**config.mk**
```make
export PLATFORM = sky130hd
export DESIGN_NAME = parking_gate_ctrl
export DESIGN_NICKNAME = d
export VERILOG_FILES = /design/src/rtl/parking_gate_ctrl.sv
export SDC_FILE = /design/constraint.sdc
export NUM_CORES = 1
export LEC_CHECK = 0
export CORE_MARGIN = 2
export CORE_UTILIZATION = 45
export DETAILED_ROUTE_END_ITERATION = 8
export GPL_TIMING_DRIVEN = 0
export HOLD_SLACK_MARGIN = 0.05
export PLACE_DENSITY = 0.79
export SETUP_SLACK_MARGIN = 0.1
export SLEW_MARGIN = 20
export SYNTH_ARGS = -nofsm -noshare
export SYNTH_HDL_FRONTEND = slang
export SYNTH_SLANG_ARGS = --single-unit
export TNS_END_PERCENT = 30
```
**constraint.sdc**
```tcl
create_clock -name clk_2 -period 3.88 [get_ports clk_2]
set_input_delay 0.776 -clock clk_2 [delete_from_list [all_inputs] [get_ports clk_2]]
set_output_delay 0.776 -clock clk_2 [all_outputs]
set_load 0.005 [all_outputs]
```
**src/rtl/parking_gate_ctrl.sv**
```systemverilog
// Multi-lane parking barrier controller: per-gate IDLE/OPEN FSMs with capacity reservation.
// Optional per-gate stuck alarm enabled by defining GATE_TIMEOUT_EN.
module parking_gate_ctrl #(
  parameter int CAPACITY       = 10,
  parameter int N_ENTRY        = 2,
  parameter int N_EXIT         = 2,
  parameter int TIMEOUT_CYCLES = 16,
  parameter int CNT_W          = $clog2(CAPACITY + 1)
) (
  input  logic                        clk_2,
  input  logic                        reset,
  input  logic [N_ENTRY-1:0]          entry_req,
  input  logic [N_EXIT-1:0]           exit_req,
  input  logic                        lot_closed,
  output logic [N_ENTRY-1:0]          entry_open,
  output logic [N_EXIT-1:0]           exit_open,
  output logic [CNT_W-1:0]            occupancy,
  output logic                        full,
  output logic                        empty,
  output logic [N_ENTRY+N_EXIT-1:0]   stuck
);

  localparam int SUM_W = CNT_W + 3;

  typedef enum logic {IDLE = 1'b0, OPEN = 1'b1} gate_state_t;

  gate_state_t entry_state_r [N_ENTRY];
  gate_state_t entry_state_s [N_ENTRY];
  gate_state_t exit_state_r  [N_EXIT];
  gate_state_t exit_state_s  [N_EXIT];

  logic [CNT_W-1:0]   occupancy_r;
  logic [SUM_W-1:0]   occ_ext_s;
  logic [SUM_W-1:0]   res_in_s;
  logic [SUM_W-1:0]   res_out_s;
  logic [SUM_W-1:0]   entry_commits_s;
  logic [SUM_W-1:0]   exit_commits_s;
  logic [SUM_W-1:0]   occ_next_s;
  logic               entry_room_s;
  logic               exit_room_s;
  logic [N_ENTRY-1:0] entry_grant_s;
  logic [N_EXIT-1:0]  exit_grant_s;
  logic               entry_taken_s;
  logic               exit_taken_s;

  // Reservations, commit counts and room checks, all from registered state
  always_comb begin
    res_in_s        = {SUM_W{1'b0}};
    res_out_s       = {SUM_W{1'b0}};
    entry_commits_s = {SUM_W{1'b0}};
    exit_commits_s  = {SUM_W{1'b0}};
    for (int i = 0; i < N_ENTRY; i++) begin
      res_in_s        = res_in_s + SUM_W'(entry_state_r[i] == OPEN);
      entry_commits_s = entry_commits_s + SUM_W'((entry_state_r[i] == OPEN) && !entry_req[i]);
    end
    for (int j = 0; j < N_EXIT; j++) begin
      res_out_s      = res_out_s + SUM_W'(exit_state_r[j] == OPEN);
      exit_commits_s = exit_commits_s + SUM_W'((exit_state_r[j] == OPEN) && !exit_req[j]);
    end
    occ_ext_s    = SUM_W'(occupancy_r);
    entry_room_s = ((occ_ext_s + res_in_s) < SUM_W'(CAPACITY)) && !lot_closed;
    exit_room_s  = occ_ext_s > res_out_s;
    occ_next_s   = occ_ext_s + entry_commits_s - exit_commits_s;
  end

  // Lowest-index idle requester wins, one grant per direction per cycle
  always_comb begin
    entry_grant_s = {N_ENTRY{1'b0}};
    exit_grant_s  = {N_EXIT{1'b0}};
    entry_taken_s = 1'b0;
    exit_taken_s  = 1'b0;
    for (int i = 0; i < N_ENTRY; i++) begin
      if (!entry_taken_s && entry_room_s && entry_req[i] && (entry_state_r[i] == IDLE)) begin
        entry_grant_s[i] = 1'b1;
        entry_taken_s    = 1'b1;
      end else begin
        entry_grant_s[i] = 1'b0;
      end
    end
    for (int j = 0; j < N_EXIT; j++) begin
      if (!exit_taken_s && exit_room_s && exit_req[j] && (exit_state_r[j] == IDLE)) begin
        exit_grant_s[j] = 1'b1;
        exit_taken_s    = 1'b1;
      end else begin
        exit_grant_s[j] = 1'b0;
      end
    end
  end

  // Per-gate next-state logic
  always_comb begin
    for (int i = 0; i < N_ENTRY; i++) begin
      entry_state_s[i] = entry_state_r[i];
      case (entry_state_r[i])
        IDLE:    entry_state_s[i] = entry_grant_s[i] ? OPEN : IDLE;
        OPEN:    entry_state_s[i] = entry_req[i] ? OPEN : IDLE;
        default: entry_state_s[i] = IDLE;
      endcase
    end
    for (int j = 0; j < N_EXIT; j++) begin
      exit_state_s[j] = exit_state_r[j];
      case (exit_state_r[j])
        IDLE:    exit_state_s[j] = exit_grant_s[j] ? OPEN : IDLE;
        OPEN:    exit_state_s[j] = exit_req[j] ? OPEN : IDLE;
        default: exit_state_s[j] = IDLE;
      endcase
    end
  end

  // Gate state and committed occupancy registers
  always_ff @(posedge clk_2) begin
    if (reset) begin
      for (int i = 0; i < N_ENTRY; i++) entry_state_r[i] <= IDLE;
      for (int j = 0; j < N_EXIT; j++)  exit_state_r[j]  <= IDLE;
      occupancy_r <= {CNT_W{1'b0}};
    end else begin
      for (int i = 0; i < N_ENTRY; i++) entry_state_r[i] <= entry_state_s[i];
      for (int j = 0; j < N_EXIT; j++)  exit_state_r[j]  <= exit_state_s[j];
      occupancy_r <= CNT_W'(occ_next_s);
    end
  end

  // Output decode straight from registered state
  always_comb begin
    for (int i = 0; i < N_ENTRY; i++) entry_open[i] = (entry_state_r[i] == OPEN);
    for (int j = 0; j < N_EXIT; j++)  exit_open[j]  = (exit_state_r[j] == OPEN);
    occupancy = occupancy_r;
    full      = (occupancy_r == CNT_W'(CAPACITY));
    empty     = (occupancy_r == {CNT_W{1'b0}});
  end

`ifdef GATE_TIMEOUT_EN
  localparam int N_GATES = N_ENTRY + N_EXIT;
  localparam int TO_W    = $clog2(TIMEOUT_CYCLES + 1);

  logic [TO_W-1:0]    to_cnt_r [N_GATES];
  logic [TO_W-1:0]    to_cnt_s [N_GATES];
  logic [N_GATES-1:0] gate_open_s;
  logic [N_GATES-1:0] gate_open_next_s;
  logic [N_GATES-1:0] stuck_r;
  logic [N_GATES-1:0] stuck_s;

  // Saturating open-time counters; stuck raised once the count hits the limit
  always_comb begin
    for (int i = 0; i < N_ENTRY; i++) begin
      gate_open_s[i]      = (entry_state_r[i] == OPEN);
      gate_open_next_s[i] = (entry_state_s[i] == OPEN);
    end
    for (int j = 0; j < N_EXIT; j++) begin
      gate_open_s[N_ENTRY+j]      = (exit_state_r[j] == OPEN);
      gate_open_next_s[N_ENTRY+j] = (exit_state_s[j] == OPEN);
    end
    for (int g = 0; g < N_GATES; g++) begin
      if (!gate_open_s[g]) begin
        to_cnt_s[g] = {TO_W{1'b0}};
      end else if (to_cnt_r[g] == TO_W'(TIMEOUT_CYCLES)) begin
        to_cnt_s[g] = to_cnt_r[g];
      end else begin
        to_cnt_s[g] = to_cnt_r[g] + TO_W'(1'b1);
      end
      stuck_s[g] = gate_open_next_s[g] && (to_cnt_s[g] == TO_W'(TIMEOUT_CYCLES));
    end
  end

  // Timeout counter and alarm registers
  always_ff @(posedge clk_2) begin
    if (reset) begin
      for (int g = 0; g < N_GATES; g++) to_cnt_r[g] <= {TO_W{1'b0}};
      stuck_r <= {N_GATES{1'b0}};
    end else begin
      for (int g = 0; g < N_GATES; g++) to_cnt_r[g] <= to_cnt_s[g];
      stuck_r <= stuck_s;
    end
  end

  assign stuck = stuck_r;
`else
  assign stuck = {(N_ENTRY + N_EXIT){1'b0}};
`endif

endmodule

```
[Word-level counts from Yosys, hierarchy flattened]
Memories as Yosys holds them, arrays and structs flattened.
Cells that the tools add are included.
W data, S select, Z words.
Storage, ports and cells
  register bits after elaboration: 4
  bits in writable memories: 4
  input port bits: 7
  output and inout bits: 14
  word-level logic and storage cells: 67
  memories: 2
Operators by class
  add/sub/neg operators: 7
  order comparisons: 2
  equality and inequality tests: 1
  mux-type cells: 23
  bitwise gates (word level): 8
  reductions and logical operators: 23
Memories
  entry_state_r: depth 2, bits a word 1, rd ports 2, clocked after Yosys merged registers in 0, write ports 2, line 27  | gate_state_t entry_state_r [N_ENTRY];
  exit_state_r: depth 2, bits a word 1, rd ports 2, clocked after Yosys merged registers in 0, write ports 2, line 29  | gate_state_t exit_state_r [N_EXIT];
Operators by type and width (count)
  $mux W1: 19
  $logic_and A1 B1 Y1: 15
  $add A1 B1 Y2: 4
  $pmux W1 S2: 4
  $logic_not A1 Y1: 7
  $add A4 B2 Y5: 1
  $lt A5 B4 Y1 const B: 1
  $add A4 B2 Y4: 1
  $eq A4 B4 Y1 const B: 1
  $gt A4 B2 Y1: 1
  $logic_not A4 Y1: 1
  $not A1 Y1: 4
  $or A1 B1 Y1: 4
  $sub A4 B2 Y4: 1

[Logic depth before layout (Yosys ltp)]
Gate-level depths: netlist (run 1).
An unclocked memory read counts as a cell.
  depth in word-level cells: 16
  depth in mapped cells: 9
  gate-level depth less buffers: 9

[Worst setup path before layout (run 1)]
No wires, ideal clock.
  kind: input to register
  start: input port entry_req[0]
  end: register occupancy_r[3] (netlist: occupancy[3])
  library setup time: 0.114 ns
  arrival time: 2.563 ns
  data required time: 3.766 ns
  slack: 1.203 ns
  cell stages on the path: 9
  buffers on the path: 0
  path through: inv_1 -> nand2_1 -> fa_1 -> inv_1 -> fa_1 -> ha_1 -> fa_1 -> xor2_1 -> nor2_1
Between the ends
  word-level cells in the longest chain between the ends: 5
RTL lines
  start: declaration: line 12  | input logic [N_ENTRY-1:0] entry_req,
  $logic_not A1 Y1: line 54  | entry_commits_s = entry_commits_s + SUM_W'((entry_state_r[i] == OPEN) && !entry_req[i]);
  $logic_and A1 B1 Y1: line 54
  $add A1 B1 Y2: line 54
  $add A4 B2 Y4: line 63  | occ_next_s = occ_ext_s + entry_commits_s - exit_commits_s;
  $sub A4 B2 Y4: line 63
  end signal: assignment: line 115  | occupancy_r <= {CNT_W{1'b0}};
  end signal: assignment: line 119  | occupancy_r <= CNT_W'(occ_next_s);
  end: declaration: line 32  | logic [CNT_W-1:0] occupancy_r;
No other way between the ends.
A chain may end at the register's enable or synchronous reset.

[Worst setup path after layout (run 1)]
  start: input port exit_req[1]
  end: register occupancy_r[3] (netlist: occupancy[3])
Between the ends
  word-level cells in the longest chain between the ends: 4
RTL lines
  start: declaration: line 13  | input logic [N_EXIT-1:0] exit_req,
  $logic_not A1 Y1: line 58  | exit_commits_s = exit_commits_s + SUM_W'((exit_state_r[j] == OPEN) && !exit_req[j]);
  $logic_and A1 B1 Y1: line 58
  $add A1 B1 Y2: line 58
  $sub A4 B2 Y4: line 63
No other way between the ends.

==> impl_metrics.toml, run 1 <==
[floorplan]
num_rows = 13
dieArea_um2 = 1740
initial_core_util = 0.485
design.core.area_um2 = 1320
die_h_um = 41.7
die_width_um = 41.7
ios = 21

[placement]
portBuffers = 16
dp_cells = 104
gp_congestion = 0.759
dp_hpwl_um = 966

[clock_network]
cts-resized-gates = 0
cts_buffers = 3
h-tree-depth = 1
cts_root_buf = "clkbuf_4"
post_cts_buffers = 0
clock-sinks = 8
clkTransAtPathRegs_ns = 0.06
clock_latency_ns = 0.25
clock_path_buffers = 2
holdBufCountCts = 0
cts_tree = "built"

[sta]
hold_viol_final = 0
fmax_ghz = 0.337
period_share = 0.764
period_needed_ns = 2.96
grt_setup_unrepaired = "no"
setup_tns_ns = 0
skew_ns = 0.00301
maxSlewViolCount = 0
setup_viol = 0

[global_route]
grt.overflow.total = 0
antenna_found_initial = 0
grt_pass1_wl_mm = 2.05
grt_use_total = 0.153
grt_pass1_vias = 518
grt_max_degree = 8

[min_path]
hold_depth = 2
hp-start = "entry_state_r[0][0]"
hold_class = "reg2reg"
hold_path_end = "entry_state_r[0][0]"

[cells_and_area]
layout_common_cells = "16 x clkdlybuf4s50_1, 11 x inv_1, 10 x ha_1"
final_common_cell = "clkdlybuf4s50_1"
area_growth_pct = 33.3
final_layout_size_suffix_gt1_frac = 0.109
stdcell_count = 107
nNetsFinal = 114
num_antenna_cells = 0
final_util = 0.647

[synthesis]
ys.warnings.count = 0
ys_seq_area_frac = 0.250
syn_inst = 70
synth_cell_types = 22
syn_area_per_cell_um2 = 9.13
mappedNetlistArea_um2 = 639
ys_ff_latch = 8

[power_and_ir_drop]
p_per_area_nw_per_um2 = 621
power_mw = 0.529
max-vdd-ir-drop_mv = 0.528
leakage_nw = 0.431

[status]
status = "complete, no violations"

[drt]
drt-met1-wl_um = 534
met3_length_um = 66
post-route-drc-count = 0
firstDrtPassIters = 4
dr_total_vias = 516
highest_layer = "met4"
drt-vias-per-instance = 4.82
ant_nets = 0
drt_wl_total_mm = 1.16
initialDrtViolationCount = 2
wl_met2_um = 522
wl_per_cell_um = 10.8

[flow_run]
maxCapViolations = 0

[critical_path]
critPathRequiredTime_ns = 4.01
cp_max_fo = 2
worst_r2r_path_depth = 8
r2r_slack_ns = 1.50
r2r_end = "occupancy[3]"
crit_type = "in2reg"
cp-end-kind = "flop"
reg2reg_from = "exit_state_r[0][1]"
cp-start-kind = "primary input"
arrival_ns = 3.09
## layout make-up
type | instances | area, µm²
Buffer | 4 | 30.0
Clock buffer | 3 | 22.5
Fill cell | 111 | 465
Inverter | 11 | 41.3
Multi-Input combinational cell | 50 | 419
Sequential cell | 8 | 160
Tap cell | 15 | 18.8
Timing Repair Buffer | 16 | 160
## kinds of logic (layout without fill, tap and decap cells)
family | count (synthesis) | in the layout | share of synthesized area
other | 1 | 4 | 0.00587
DFF | 8 | 8 | 0.250
AOI/OAI and AO/OA | 11 | 11 | 0.139
adders and majority gates | 13 | 13 | 0.290
xor gates and xnor gates | 2 | 2 | 0.0274
buffers and inverters | 15 | 34 | 0.112
and+or+nand+nor | 20 | 20 | 0.176
## power by group
| part | internal (mW) | leakage, nW | total [mW] | switching, mW |
|---|---|---|---|---|
| clock | 0.0354 | 0.0138 | 0.0635 | 0.0281 |
| combinational | 0.181 | 0.351 | 0.313 | 0.132 |
| sequential | 0.112 | 0.0655 | 0.153 | 0.0414 |
| total | 0.328 | 0.431 | 0.529 | 0.202 |
## sequential cells by signal (all words and copies together) (netlist names)
name	cells
entry_state_r	2
occupancy	4
exit_state_r	2
## synth_stat cells
cell type  count  share of area
and3b_1        1          0.014
dfxtp_1        8           0.25
fa_1           3          0.094
o21ai_0        3          0.023
or3b_2         1          0.014
inv_1         11          0.065
o2111a_1       1          0.018
xor2_1         2          0.027
a21boi_0       1          0.012
buf_4          4          0.047
a211oi_2       1          0.020
ha_1          10           0.20
nor2_1         2          0.012
a21o_1         1          0.012
a221oi_2       1          0.023
nor2b_1        9          0.088
conb_1         1         0.0059
and3_1         2          0.020
o21ai_1        1         0.0078
a21oi_1        1         0.0078
o211a_1        1          0.016
nand2_1        5          0.029
## critical path, stage by stage
cell and delay, ns:
clkdlybuf4s50_1 0.48, nor2b_1 0.07, fa_1 0.53, inv_1 0.05, fa_1 0.38, ha_1 0.21
fa_1 0.38, xor2_1 0.17, nor2_1 0.05
## per-stage QoR
stage	hold WS [ns]	instance area [µm²]	worst slack, ns
after global routing	0.556	852	0.826
final	0.516	852	0.917
after global placement	0.500	830	0.675
after floorplan	0.488	651	1.20
after CTS	0.521	852	0.906
after detailed placement	0.513	830	0.649
## how the worst max path moves through the flow
| stage | from | endpoint | slack, ns | cells past startpoint |
|---|---|---|---|---|
| after floorplan | entry_req[0] | occupancy[3] | 1.20 | 9 |
| after global placement | exit_req[1] | occupancy[3] | 0.67 | 9 |
| after detailed placement | exit_req[1] | occupancy[3] | 0.65 | 9 |
| after CTS | exit_req[1] | occupancy[3] | 0.91 | 9 |
| after global routing | entry_req[0] | occupancy[3] | 0.83 | 10 |
| final | exit_req[1] | occupancy[3] | 0.92 | 9 |
## per-layer routing
layer / up-vias / track usage
met3: 6 / 0.0478
met2: 18 / 0.247
li1: 264 / -
met4: 0 / 0.0968
met1: 228 / 0.173
met5: - / 0
(Power assumes the default switching activity.)
==> inputs of run 2 (changes only) <==
--- a/config.mk
+++ b/config.mk
@@ -6,11 +6,11 @@
 export NUM_CORES = 1
 export LEC_CHECK = 0
 export CORE_MARGIN = 2
-export CORE_UTILIZATION = 45
+export CORE_UTILIZATION = 40
 export DETAILED_ROUTE_END_ITERATION = 8
 export GPL_TIMING_DRIVEN = 0
 export HOLD_SLACK_MARGIN = 0.05
-export PLACE_DENSITY = 0.79
+export PLACE_DENSITY = 0.74
 export SETUP_SLACK_MARGIN = 0.1
 export SLEW_MARGIN = 20
 export SYNTH_ARGS = -nofsm -noshare
==> constraint.sdc (replaced) <==
create_clock -name clk_2 -period 2.71 [get_ports clk_2]
set_input_delay 0.542 -clock clk_2 [delete_from_list [all_inputs] [get_ports clk_2]]
set_output_delay 0.542 -clock clk_2 [all_outputs]
set_load 0.005 [all_outputs]
==> impl_metrics.toml, run 2 (same netlist as run 1, synthesis figures left out) <==
[status]
status = "complete, no violations"

[clock_network]
holdBufCountCts = 0
clock-sinks = 8
cts_buffers = 3
cts_root_buf = "clkbuf_4"
clkTransAtPathRegs_ns = 0.06
cts_tree = "built"
clock_path_buffers = 2
clock_latency_ns = 0.25
h-tree-depth = 1

[floorplan]
initial_core_util = 0.424
die_h_um = 44.0
design.core.area_um2 = 1510
ios = 21
dieArea_um2 = 1930
num_rows = 14
die_width_um = 44.0

[sta]
skew_ns = 0.000865
fmax_ghz = 0.419
maxSlewViolCount = 0
setup_viol = 0
period_needed_ns = 2.39
period_share = 0.880
worst_slack_ns = 0.325
hold_viol_final = 0
hold_slack_ns = 0.534
grt_setup_unrepaired = "no"

[critical_path]
crit_family = "adder cells"
critPathRequiredTime_ns = 2.91
max_stage_delay_ns = 0.52
worst_r2r_path_depth = 7
crit_cells = 8
cp_num_buf_inv = 2
cp_cell_sequence = "dlygate4sd2_1 -> nor2b_1 -> fa_1 -> inv_2 -> fa_2 -> ha_4 -> fa_2 -> nor2b_4"
crit_path_frequent_cell = "fa_2"
cp_slowest_cell = "fa_1"
cp-start-kind = "primary input"
cp_max_fo = 3
cp-end-kind = "flop"
crit_type = "in2reg"
arrival_ns = 2.58

[global_route]
antenna_found_initial = 0
grt_max_degree = 8
grt_pass1_wl_mm = 2.21
grt_pass1_vias = 510
grt_use_total = 0.157
grt.overflow.total = 0

[power_and_ir_drop]
combPwrFrac = 0.608
p_per_area_nw_per_um2 = 902
intPower_mw = 0.495
leakage_nw = 0.447
p_clk_frac = 0.117
sw_frac_of_total = 0.390
power_mw = 0.811
max-vdd-ir-drop_mv = 0.672
seqPwrFrac = 0.276
power_switching_mw = 0.316

[cells_and_area]
final_common_cell = "clkdlybuf4s50_1"
layout.area.seq_um2 = 160
nNetsFinal = 116
final_layout_size_suffix_gt1_frac = 0.213
num_antenna_cells = 0
stdcell_count = 110
fillerInstances = 138
area_growth_pct = 40.5
layout_common_cells = "13 x clkdlybuf4s50_1, 9 x inv_1, 9 x ha_1"
largest_reg_flops = 4
multi_input_area_um2 = 449
final_util = 0.596

[drt]
firstDrtPassIters = 4
dr_total_vias = 539
met3_length_um = 63
highest_layer = "met4"
initialDrtViolationCount = 6
wl_per_cell_um = 12.3
drt_wl_total_mm = 1.35
ant_nets = 0
post-route-drc-count = 0
wl_met2_um = 687
drt-met1-wl_um = 579
drt-vias-per-instance = 4.90

[flow_run]
maxCapViolations = 0

[placement]
dp_worst_setup_slack_ns = -0.309
portBuffers = 16
dp_hpwl_mm = 1.04
gp_congestion = 0.728
dp_cells = 105

[min_path]
hold_depth = 2
hold_class = "reg2reg"
## run 2: cell types whose count changed in the layout (fill, tap and decap cells not counted), moves of 2 or more
cell             previous run  this run
clkdlybuf4s50_1            16        13
buf_4                       4         6
dlygate4sd2_1               0         2
fa_1                        3         1
fa_2                        0         2
inv_1                      11         9
inv_2                       0         2
nor2b_1                     9         7
## run 2: worst paths after layout
kind                                     startpoint                   to  slack [ns]
worst min register to register  entry_state_r[0][0]  entry_state_r[0][0]        0.53
worst max-delay path                    exit_req[0]         occupancy[2]        0.32
worst max register to register  entry_state_r[0][0]         occupancy[2]        0.38
worst min-delay path            entry_state_r[0][0]  entry_state_r[0][0]        0.53
## run 2: power groups by stage
stage          Sequential [mW]  Clock (mW)  Combinational [mW]
6_report                 0.223      0.0947               0.493
5_1_grt                  0.233       0.103               0.560
4_1_cts                  0.224      0.0963               0.481
3_5_place_dp             0.225           0               0.457
3_3_place_gp             0.221           0               0.434
2_1_floorplan            0.212           0               0.271
## run 2: worst min-delay path, cell delays in order (launching register included)
cell	delay, ns
dfxtp_1	0.35
inv_1	0.08
a211oi_2	0.06
## run 2: area by class of cell
class                   count  area share
multi-input cells          50       0.500
repair buffers             18       0.195
flip-flops and latches      8       0.178
inverters                  11      0.0460
plain buffers               4      0.0334
clock buffers               3      0.0251
well taps                  16      0.0223
## run 2: per-layer routing
metal	vias to the layer above	GRT usage
met5	-	0
met4	0	0.0545
met3	4	0.0375
met2	13	0.282
met1	252	0.178
li1	270	-
## run 2: repair_timing
item                                    in CTS  in global routing
endpoints found under the setup margin       2                  2
pin swaps                                    3                  3
resized for setup                            8                  5
cloned                                       0                  0
buffers inserted                             1                  1
## run 2: through the flow
step | cell area (µm²) | setup TNS [ns]
global placement | 831 | -0.496
floorplan | 651 | 0
CTS | 878 | 0
finish | 898 | 0
global route | 898 | 0
detailed placement | 831 | -0.593
==> inputs of run 3 (changes only) <==
--- a/config.mk
+++ b/config.mk
@@ -5,12 +5,12 @@
 export SDC_FILE = /design/constraint.sdc
 export NUM_CORES = 1
 export LEC_CHECK = 0
-export CORE_MARGIN = 2
-export CORE_UTILIZATION = 40
+export CORE_MARGIN = 4
+export CORE_UTILIZATION = 44
 export DETAILED_ROUTE_END_ITERATION = 8
 export GPL_TIMING_DRIVEN = 0
 export HOLD_SLACK_MARGIN = 0.05
-export PLACE_DENSITY = 0.74
+export PLACE_DENSITY = 0.77
 export SETUP_SLACK_MARGIN = 0.1
 export SLEW_MARGIN = 20
 export SYNTH_ARGS = -nofsm -noshare
==> constraint.sdc (replaced) <==
create_clock -name clk_2 -period 2.65 [get_ports clk_2]
set_input_delay 0.53 -clock clk_2 [delete_from_list [all_inputs] [get_ports clk_2]]
set_output_delay 0.53 -clock clk_2 [all_outputs]
set_load 0.005 [all_outputs]
==> impl_metrics.toml, run 3 (same netlist as run 1, synthesis figures left out) <==
[status]
status = "complete, no violations"

[placement]
portBuffers = 16
dp_cells = 104
gp_congestion = 0.724
dp_hpwl_um = 966
dp_worst_setup_slack_ns = -0.332

[floorplan]
initial_core_util = 0.479
die_width_um = 46.1
design.core.area_um2 = 1330
num_rows = 13
die_h_um = 46.1
dieArea_um2 = 2130
ios = 21

[drt]
initialDrtViolationCount = 2
drt-met1-wl_um = 506
ant_nets = 0
drt_wl_total_mm = 1.17
firstDrtPassIters = 2
highest_layer = "met3"
dr_total_vias = 528
drt-vias-per-instance = 4.89
wl_per_cell_um = 10.8
wl_met2_um = 561
met3_length_um = 103
post-route-drc-count = 0

[clock_network]
cts_root_buf = "clkbuf_4"
clock_path_buffers = 2
holdBufCountCts = 0
cts_tree = "built"
h-tree-depth = 1
clkTransAtPathRegs_ns = 0.05
clock_latency_ns = 0.26
cts_buffers = 3
clock-sinks = 8

[sta]
period_needed_ns = 2.41
fmax_ghz = 0.414
skew_ns = 0.00531
setup_viol = 0
maxSlewViolCount = 0
period_share = 0.911
hold_viol_final = 0
worst_slack_ns = 0.237
grt_setup_unrepaired = "no"

[cells_and_area]
final_layout_size_suffix_gt1_frac = 0.183
largest_reg_flops = 4
layout_common_cells = "13 x clkdlybuf4s50_1, 10 x inv_1, 9 x ha_1"
area_growth_pct = 35.8
nNetsFinal = 115
stdcell_count = 108
num_antenna_cells = 0
final_common_cell = "clkdlybuf4s50_1"

[power_and_ir_drop]
max-vdd-ir-drop_mv = 0.745
intPower_mw = 0.486
leakage_nw = 0.435
p_clk_frac = 0.124
sw_frac_of_total = 0.381
p_per_area_nw_per_um2 = 904
power_mw = 0.785
seqPwrFrac = 0.283
combPwrFrac = 0.592
power_switching_mw = 0.299

[global_route]
grt_pass1_vias = 488
antenna_found_initial = 0
grt.overflow.total = 0
grt_max_degree = 8
grt_pass1_wl_mm = 1.89
grt_use_total = 0.124

[critical_path]
cp-start-kind = "primary input"
crit_type = "in2reg"
cp-end-kind = "flop"
critPathRequiredTime_ns = 2.84
arrival_ns = 2.60
cp_max_fo = 2

[min_path]
hold_class = "reg2reg"

[flow_run]
maxCapViolations = 0
[run 3: stage by stage]
| stage | TNS (ns) | hold WS (ns) | utilization | area [µm²] |
|---|---|---|---|---|
| final | 0 | 0.521 | 0.651 | 868 |
| after global routing | 0 | 0.557 | 0.651 | 868 |
| after CTS | 0 | 0.528 | 0.651 | 868 |
| after detailed placement | -0.612 | 0.515 | 0.622 | 830 |
| after global placement | -0.561 | 0.502 | 0.622 | 830 |
| after floorplan | 0 | 0.488 | - | 651 |
[run 3: power by group through the flow]
stage	logic (mW)	registers (mW)	clock network, mW
after floorplan	0.278	0.217	0
after global placement	0.446	0.224	0
after detailed placement	0.468	0.224	0
after CTS	0.476	0.223	0.102
after global routing	0.536	0.233	0.108
final	0.465	0.223	0.0977
[run 3: final cells by class]
| cell class | instances | area [µm²] |
|---|---|---|
| plain buffers | 4 | 30.0 |
| clock buffers | 3 | 22.5 |
| fillers | 119 | 465 |
| inverters | 11 | 41.3 |
| multi-input cells | 50 | 432 |
| flip-flops and latches | 8 | 160 |
| well taps | 15 | 18.8 |
| repair buffers | 17 | 164 |
[run 3: final timing paths]
kind | slack [ns] | end | cells past startpoint | start
max | 0.24 | occupancy[2] | 9 | entry_req[0]
min | 0.52 | entry_state_r[0][0] | 2 | entry_state_r[0][0]
max reg2reg | 0.39 | occupancy[2] | 7 | entry_state_r[0][0]
min reg2reg | 0.52 | entry_state_r[0][0] | 2 | entry_state_r[0][0]
[run 3: metal layers]
layer  GRT usage  up-vias
met4      0.0227        0
met3      0.0625        0
met5           0        -
met1       0.136      239
met2       0.214       19
li1            -      270
[run 3: timing repair]
| action | CTS | global route |
|---|---|---|
| gates resized for setup | 9 | 0 |
| setup endpoints to repair | 2 | 0 |
| hold endpoints to repair | 0 | 0 |
| buffers inserted | 1 | 0 |
[run 3: critical path, cell delays in order]
cell	delay (ns)
dlygate4sd2_1	0.24
inv_2	0.06
nand2_2	0.06
fa_1	0.54
inv_1	0.05
fa_2	0.32
ha_2	0.19
fa_2	0.51
nor2b_1	0.11
